===== src/rtl/srio_dma_split_mc.sv =====
// SRIO DMA splitter: moves a header word into TUSER and cuts the payload into packets
// of at most pkt_size-1 beats. Define SRIO_DMA_SPLIT_STATS_EN for beat/header-only statistics.
module srio_dma_split_mc #(
    parameter int DATA_W = 64,
    parameter int USER_W = 32,
    parameter int CNT_W  = 32
) (
    input  logic              AXIS_ACLK,
    input  logic              AXIS_ARESET,
    input  logic              S_AXIS_TVALID,
    output logic              S_AXIS_TREADY,
    input  logic [DATA_W-1:0] S_AXIS_TDATA,
    input  logic              S_AXIS_TLAST,
    output logic              M_AXIS_TVALID,
    input  logic              M_AXIS_TREADY,
    output logic [DATA_W-1:0] M_AXIS_TDATA,
    output logic              M_AXIS_TLAST,
    output logic [USER_W-1:0] M_AXIS_TUSER,
    input  logic [31:0]       cmd,
    input  logic [CNT_W-1:0]  num_pkts,
    input  logic [CNT_W-1:0]  pkt_size,
    output logic [31:0]       status,
    output logic [USER_W-1:0] tuser_last,
    output logic [CNT_W-1:0]  pkt_cnt
`ifdef SRIO_DMA_SPLIT_STATS_EN
    ,
    output logic [CNT_W-1:0]  stat_words,
    output logic [CNT_W-1:0]  stat_hdr_only
`endif
);

    typedef enum logic [2:0] {
        ST_IDLE    = 3'd0,
        ST_HDR     = 3'd1,
        ST_PAYLOAD = 3'd2,
        ST_DONE    = 3'd3,
        ST_ERR     = 3'd4
    } state_t;

    state_t             state_r;
    state_t             state_nxt_s;
    logic               srst_s;
    logic               run_r;
    logic               ent_valid_r;
    logic               ent_last_r;
    logic [DATA_W-1:0]  ent_data_r;
    logic [USER_W-1:0]  tuser_r;
    logic [CNT_W-1:0]   pkt_cnt_r;
    logic [CNT_W-1:0]   word_cnt_r;
    logic [CNT_W-1:0]   lim_r;
    logic [CNT_W-1:0]   num_r;
    logic               mode_r;
    logic [31:0]        status_r;
    logic               active_s;
    logic               m_valid_s;
    logic               m_last_s;
    logic               beat_s;
    logic               pkt_end_s;
    logic               hdr_drain_s;
    logic               drain_s;
    logic               s_ready_s;
    logic               accept_s;
    logic               start_s;
    logic [CNT_W-1:0]   pkt_cnt_inc_s;
    logic               cmd_unused_s;

    assign cmd_unused_s  = &{1'b0, cmd[31:3]};
    assign srst_s        = AXIS_ARESET | cmd[1];
    assign start_s       = (state_r == ST_IDLE) & cmd[0];
    // run_r delays enable by one cycle so a deassertion freezes the datapath on the next cycle
    assign active_s      = run_r & ((state_r == ST_HDR) | (state_r == ST_PAYLOAD));
    assign m_valid_s     = active_s & ent_valid_r & (state_r == ST_PAYLOAD);
    assign m_last_s      = m_valid_s & (ent_last_r | (word_cnt_r == lim_r));
    assign beat_s        = m_valid_s & M_AXIS_TREADY;
    assign pkt_end_s     = beat_s & m_last_s;
    assign hdr_drain_s   = active_s & ent_valid_r & (state_r == ST_HDR);
    assign drain_s       = beat_s | hdr_drain_s;
    assign accept_s      = S_AXIS_TVALID & s_ready_s;
    assign pkt_cnt_inc_s = pkt_cnt_r + CNT_W'(1);

    // Input-stage ready: empty register in IDLE, full-throughput refill while running
    always_comb begin
        s_ready_s = 1'b0;
        if (state_r == ST_IDLE) begin
            s_ready_s = ~ent_valid_r;
        end else if (active_s) begin
            s_ready_s = ~ent_valid_r | drain_s;
        end else begin
            s_ready_s = 1'b0;
        end
    end

    // Next-state logic
    always_comb begin
        state_nxt_s = state_r;
        case (state_r)
            ST_IDLE: begin
                if (cmd[0]) begin
                    if (pkt_size < CNT_W'(2)) begin
                        state_nxt_s = ST_ERR;
                    end else begin
                        state_nxt_s = ST_HDR;
                    end
                end else begin
                    state_nxt_s = ST_IDLE;
                end
            end
            ST_HDR: begin
                if (hdr_drain_s & ~ent_last_r) begin
                    state_nxt_s = ST_PAYLOAD;
                end else begin
                    state_nxt_s = ST_HDR;
                end
            end
            ST_PAYLOAD: begin
                if (pkt_end_s) begin
                    if ((num_r != {CNT_W{1'b0}}) && (pkt_cnt_inc_s == num_r)) begin
                        state_nxt_s = ST_DONE;
                    end else if (ent_last_r | ~mode_r) begin
                        state_nxt_s = ST_HDR;
                    end else begin
                        state_nxt_s = ST_PAYLOAD;
                    end
                end else begin
                    state_nxt_s = ST_PAYLOAD;
                end
            end
            ST_DONE:  state_nxt_s = ST_DONE;
            ST_ERR:   state_nxt_s = ST_ERR;
            default:  state_nxt_s = ST_IDLE;
        endcase
    end

    // State, enable pipeline and status register
    always_ff @(posedge AXIS_ACLK) begin
        if (srst_s) begin
            state_r  <= ST_IDLE;
            run_r    <= 1'b0;
            status_r <= 32'd0;
        end else begin
            state_r  <= state_nxt_s;
            run_r    <= cmd[0];
            status_r <= {29'd0,
                         (state_nxt_s == ST_HDR) | (state_nxt_s == ST_PAYLOAD),
                         (state_nxt_s == ST_ERR),
                         (state_nxt_s == ST_DONE)};
        end
    end

    // One-entry input register; a simultaneous accept and drain replaces the entry
    always_ff @(posedge AXIS_ACLK) begin
        if (srst_s) begin
            ent_valid_r <= 1'b0;
            ent_last_r  <= 1'b0;
            ent_data_r  <= {DATA_W{1'b0}};
        end else if (accept_s) begin
            ent_valid_r <= 1'b1;
            ent_last_r  <= S_AXIS_TLAST;
            ent_data_r  <= S_AXIS_TDATA;
        end else if (drain_s) begin
            ent_valid_r <= 1'b0;
        end else begin
            ent_valid_r <= ent_valid_r;
        end
    end

    // Configuration snapshot; the limit is formed only when pkt_size is legal
    always_ff @(posedge AXIS_ACLK) begin
        if (srst_s) begin
            lim_r  <= {CNT_W{1'b0}};
            num_r  <= {CNT_W{1'b0}};
            mode_r <= 1'b0;
        end else if (start_s && (pkt_size >= CNT_W'(2))) begin
            lim_r  <= pkt_size - CNT_W'(2);
            num_r  <= num_pkts;
            mode_r <= cmd[2];
        end else begin
            lim_r  <= lim_r;
        end
    end

    // Header capture and packet/word counters
    always_ff @(posedge AXIS_ACLK) begin
        if (srst_s) begin
            tuser_r    <= {USER_W{1'b0}};
            pkt_cnt_r  <= {CNT_W{1'b0}};
            word_cnt_r <= {CNT_W{1'b0}};
        end else begin
            if (hdr_drain_s) begin
                tuser_r <= ent_data_r[USER_W-1:0];
            end else begin
                tuser_r <= tuser_r;
            end
            if (pkt_end_s) begin
                pkt_cnt_r  <= pkt_cnt_inc_s;
                word_cnt_r <= {CNT_W{1'b0}};
            end else if (beat_s) begin
                word_cnt_r <= word_cnt_r + CNT_W'(1);
            end else begin
                word_cnt_r <= word_cnt_r;
            end
        end
    end

`ifdef SRIO_DMA_SPLIT_STATS_EN
    logic [CNT_W-1:0] stat_words_r;
    logic [CNT_W-1:0] stat_hdr_only_r;

    // Saturating statistics counters
    always_ff @(posedge AXIS_ACLK) begin
        if (srst_s) begin
            stat_words_r    <= {CNT_W{1'b0}};
            stat_hdr_only_r <= {CNT_W{1'b0}};
        end else begin
            if (beat_s && (stat_words_r != {CNT_W{1'b1}})) begin
                stat_words_r <= stat_words_r + CNT_W'(1);
            end else begin
                stat_words_r <= stat_words_r;
            end
            if (hdr_drain_s && ent_last_r && (stat_hdr_only_r != {CNT_W{1'b1}})) begin
                stat_hdr_only_r <= stat_hdr_only_r + CNT_W'(1);
            end else begin
                stat_hdr_only_r <= stat_hdr_only_r;
            end
        end
    end

    assign stat_words    = stat_words_r;
    assign stat_hdr_only = stat_hdr_only_r;
`endif

    assign S_AXIS_TREADY = s_ready_s;
    assign M_AXIS_TVALID = m_valid_s;
    assign M_AXIS_TDATA  = ent_data_r;
    assign M_AXIS_TLAST  = m_last_s;
    assign M_AXIS_TUSER  = tuser_r;
    assign status        = status_r;
    assign tuser_last    = tuser_r;
    assign pkt_cnt       = pkt_cnt_r;

endmodule

===== config.mk =====
export PLATFORM = sky130hd
export DESIGN_NAME = srio_dma_split_mc
export DESIGN_NICKNAME = d
export VERILOG_FILES = /design/src/rtl/srio_dma_split_mc.sv
export SDC_FILE = /design/constraint.sdc
export NUM_CORES = 1
export LEC_CHECK = 0
export CAP_MARGIN = 5
export CORE_UTILIZATION = 50
export DETAILED_ROUTE_END_ITERATION = 16
export PLACE_DENSITY_LB_ADDON = 0.05
export SKIP_CTS_REPAIR_TIMING = 1
export SYNTH_ARGS = -nofsm -noshare
export SYNTH_HDL_FRONTEND = slang
export SYNTH_SLANG_ARGS = --single-unit

===== constraint.sdc =====
create_clock -name AXIS_ACLK -period 10.4 [get_ports AXIS_ACLK]
set_clock_uncertainty 0.2 [all_clocks]
set_input_delay 2.08 -clock AXIS_ACLK [delete_from_list [all_inputs] [get_ports AXIS_ACLK]]
set_output_delay 2.08 -clock AXIS_ACLK [all_outputs]
set_load 0.03 [all_outputs]

==> metrics.yaml <==
p_leak_nw: 4.848
async_flop_share: 0
grt_max_degree: 83
fin_area_um2: 14590
grt_pass1_wl_um: 49430
nets: 1784
clock-sinks: 234
seq_area_um2: 4684
p_per_area_nw_per_um2: 138.7
postRouteAntennaNets: 0
synth_cell_types: 54
multi_input_area_um2: 5599
clk_pin_slew_ns: 0.05
die_area_um2: 22570
cts_buffer_depth: 3
overflow: 0
synth.area.top_cells: "dfxtp_1 (43%), nand2_1 (10%), xnor2_1 (8.7%), a21oi_1 (7.5%), buf_4 (4.2%)"
clockRootBuffer: "clkbuf_16"
cp_max_fo: 3
rows: 53
setup-tns-final_ns: 0
crit_buf_inv: 2
synth_edf_count: 0
p_total_mw: 2.024
ys_seq_area_frac: 0.4264
synth_top_area_frac: 0.4264
grt_pass1_vias: 9424
placed_cell_area_um2: 13770
layout_common_cells: "nand2_1 (304), clkdlybuf4s50_1 (301), dfxtp_1 (234)"
antenna_found_initial: 2
finalMaxSlewViolations: 0
drive_gt1_frac: 0.04233
synth_seq_cells: 234
via_per_inst: 5.277
ctsHtreeMaxLevel: 1
io_buffers: 301
cts_tree: "done"
routed_wirelength_um: 31920
pre_cts_slack_ns: 4.149
firstDrtPassIters: 5
clock_latency_ns: 0.53
path_class: "input port to primary output"
fill_cells: 1815
synthToLayoutAreaGrowth_pct: 32.80
fp.coreArea_um2: 21290
critPathRequiredTime_ns: 8.12
critPathTopFamily: "buffers and inverters"
mostFrequentLayoutCell: "nand2_1"
max_freq_mhz: 160.4
cp_slowest_stage_delay_ns: 0.76
wire_per_inst_um: 16.73
relSlewSlack: 0.1978
rsz0062_at_grt: "false"
yosysTopAreaCell: "dfxtp_1"
layout_min_cycle_time_ns: 6.235
hpwl_um: 22750
ir_drop_uv: 120.8
grt_usage: 0.2779
final_util: 0.6854
timing.final.crit_share: 0.5995
maxCapViolations: 0
synth_area_um2: 10990
worstHoldPathType: "register to register"
die-width_um: 150.2
hold_violations: 0
postSynthAreaPerCell_um2: 7.910
die_h_um: 150.2
end_kind: "primary output"
synth_warnings: 0
syn_inst: 1389
drc: 0
cpMostUsedCell: "clkdlybuf4s50_1"
start_util: 0.5161
cts_buffers: 26
cp-start-kind: "input port"
cp_cell_sequence: "clkdlybuf4s50_1 -> nand3_1 -> o21ai_0 -> nand2_1 -> a21oi_1 -> clkdlybuf4s50_1"
worst_slack_ns: 4.165
crit_arrival_ns: 3.95
drt_iter0_markers: 474
ys.flop_type: "dfxtp_1"
tightestPinTransition_ns: 1.192
io-pin-count: 360
num_vias: 10070
slowest_stage: "clkdlybuf4s50_1"
outcome: "complete, no violations"
gp_congestion: 0.9588
setup_viol: 0
-- layer usage --
| layer | vias up | wire length (um) | GRT usage |
|---|---|---|---|
| met3 | 66 | 2646 | 0.07727 |
| met2 | 336 | 14970 | 0.4539 |
| met1 | 4612 | 13290 | 0.3496 |
| li1 | 5055 | - | - |
| met4 | 0 | 1013 | 0.09949 |
| met5 | - | 0 | 0 |
-- sequential cells by signal, summed over array words and instances (netlist names), 3 cells and up --
signal        flops
M_AXIS_TDATA     64
M_AXIS_TUSER     32
lim_r            32
num_r            32
pkt_cnt          32
state_r           3
status            3
word_cnt_r       32
-- synth_stat cells, types with 3 or more instances --
cell and instances:
a21o_1 3, buf_2 3, and3_1 12, nor2_1 104, clkbuf_1 72, inv_1 13, or3_1 30, and2_1 3
nand3_1 28, and4_1 3, o211ai_1 3, nand2_1 305, nor2b_1 7, o21ai_0 31, or2_2 5, xnor2_1 109
dfxtp_1 234, buf_4 61, nor3_1 32, xor2_1 37, or4_1 8, or3_4 4, a211oi_1 26, buf_1 4
a21oi_1 165, nand4_1 26, nor4_1 24, ha_1 3
-- worst paths after layout --
check,depth (start not counted),slack (ns),start,endpoint
setup / recovery,6,4.17,M_AXIS_TREADY,S_AXIS_TREADY
hold / removal,2,0.25,M_AXIS_TDATA[45],M_AXIS_TDATA[45]
setup reg to reg,8,6.51,pkt_cnt[3],status[2]
hold reg to reg,2,0.25,M_AXIS_TDATA[45],M_AXIS_TDATA[45]
-- power breakdown --
part	total [mW]	leakage (nW)	switching (mW)	internal [mW]
Sequential	0.931	1.90	0.0154	0.916
Combinational	0.211	2.55	0.118	0.0931
Clock	0.882	0.400	0.356	0.526
-- tightest hold or removal path: cells and delay by family, from the launching register on --
family / cells / cell delay, ns
simple gates: 1 / 0.05
compound gates: 1 / 0.05
flops: 1 / 0.30
-- per-stage QoR --
stage | hold slack [ns] | instances
2_1_floorplan | 0.2452 | 1417
3_5_place_dp | 0.2475 | 1863
4_1_cts | 0.2533 | 1905
5_1_grt | 0.2715 | 1907
3_3_place_gp | 0.2410 | 1863
6_report | 0.2524 | 1908
-- logic make-up after synthesis --
family | synth area share
buffers and inverters | 0.07448
AO/OA/AOI/OAI | 0.1232
flip-flops | 0.4264
XOR/XNOR | 0.1164
other | 0.0003413
adder cells (fa/ha/maj) | 0.003417
AND/OR/NAND/NOR | 0.2540
multiplexers | 0.001822
-- cell type report --
cell class                      instances  area share
Antenna cell                            3   0.0005145
Clock buffer                           35     0.04897
Clock inverter                          7    0.006603
Inverter                               13    0.003344
Multi-Input combinational cell       1029      0.3838
Sequential cell                       234      0.3211
Tap cell                              275     0.02358
Timing Repair Buffer                  312      0.2122
No activity file was read; power rests on OpenSTA's default activity.
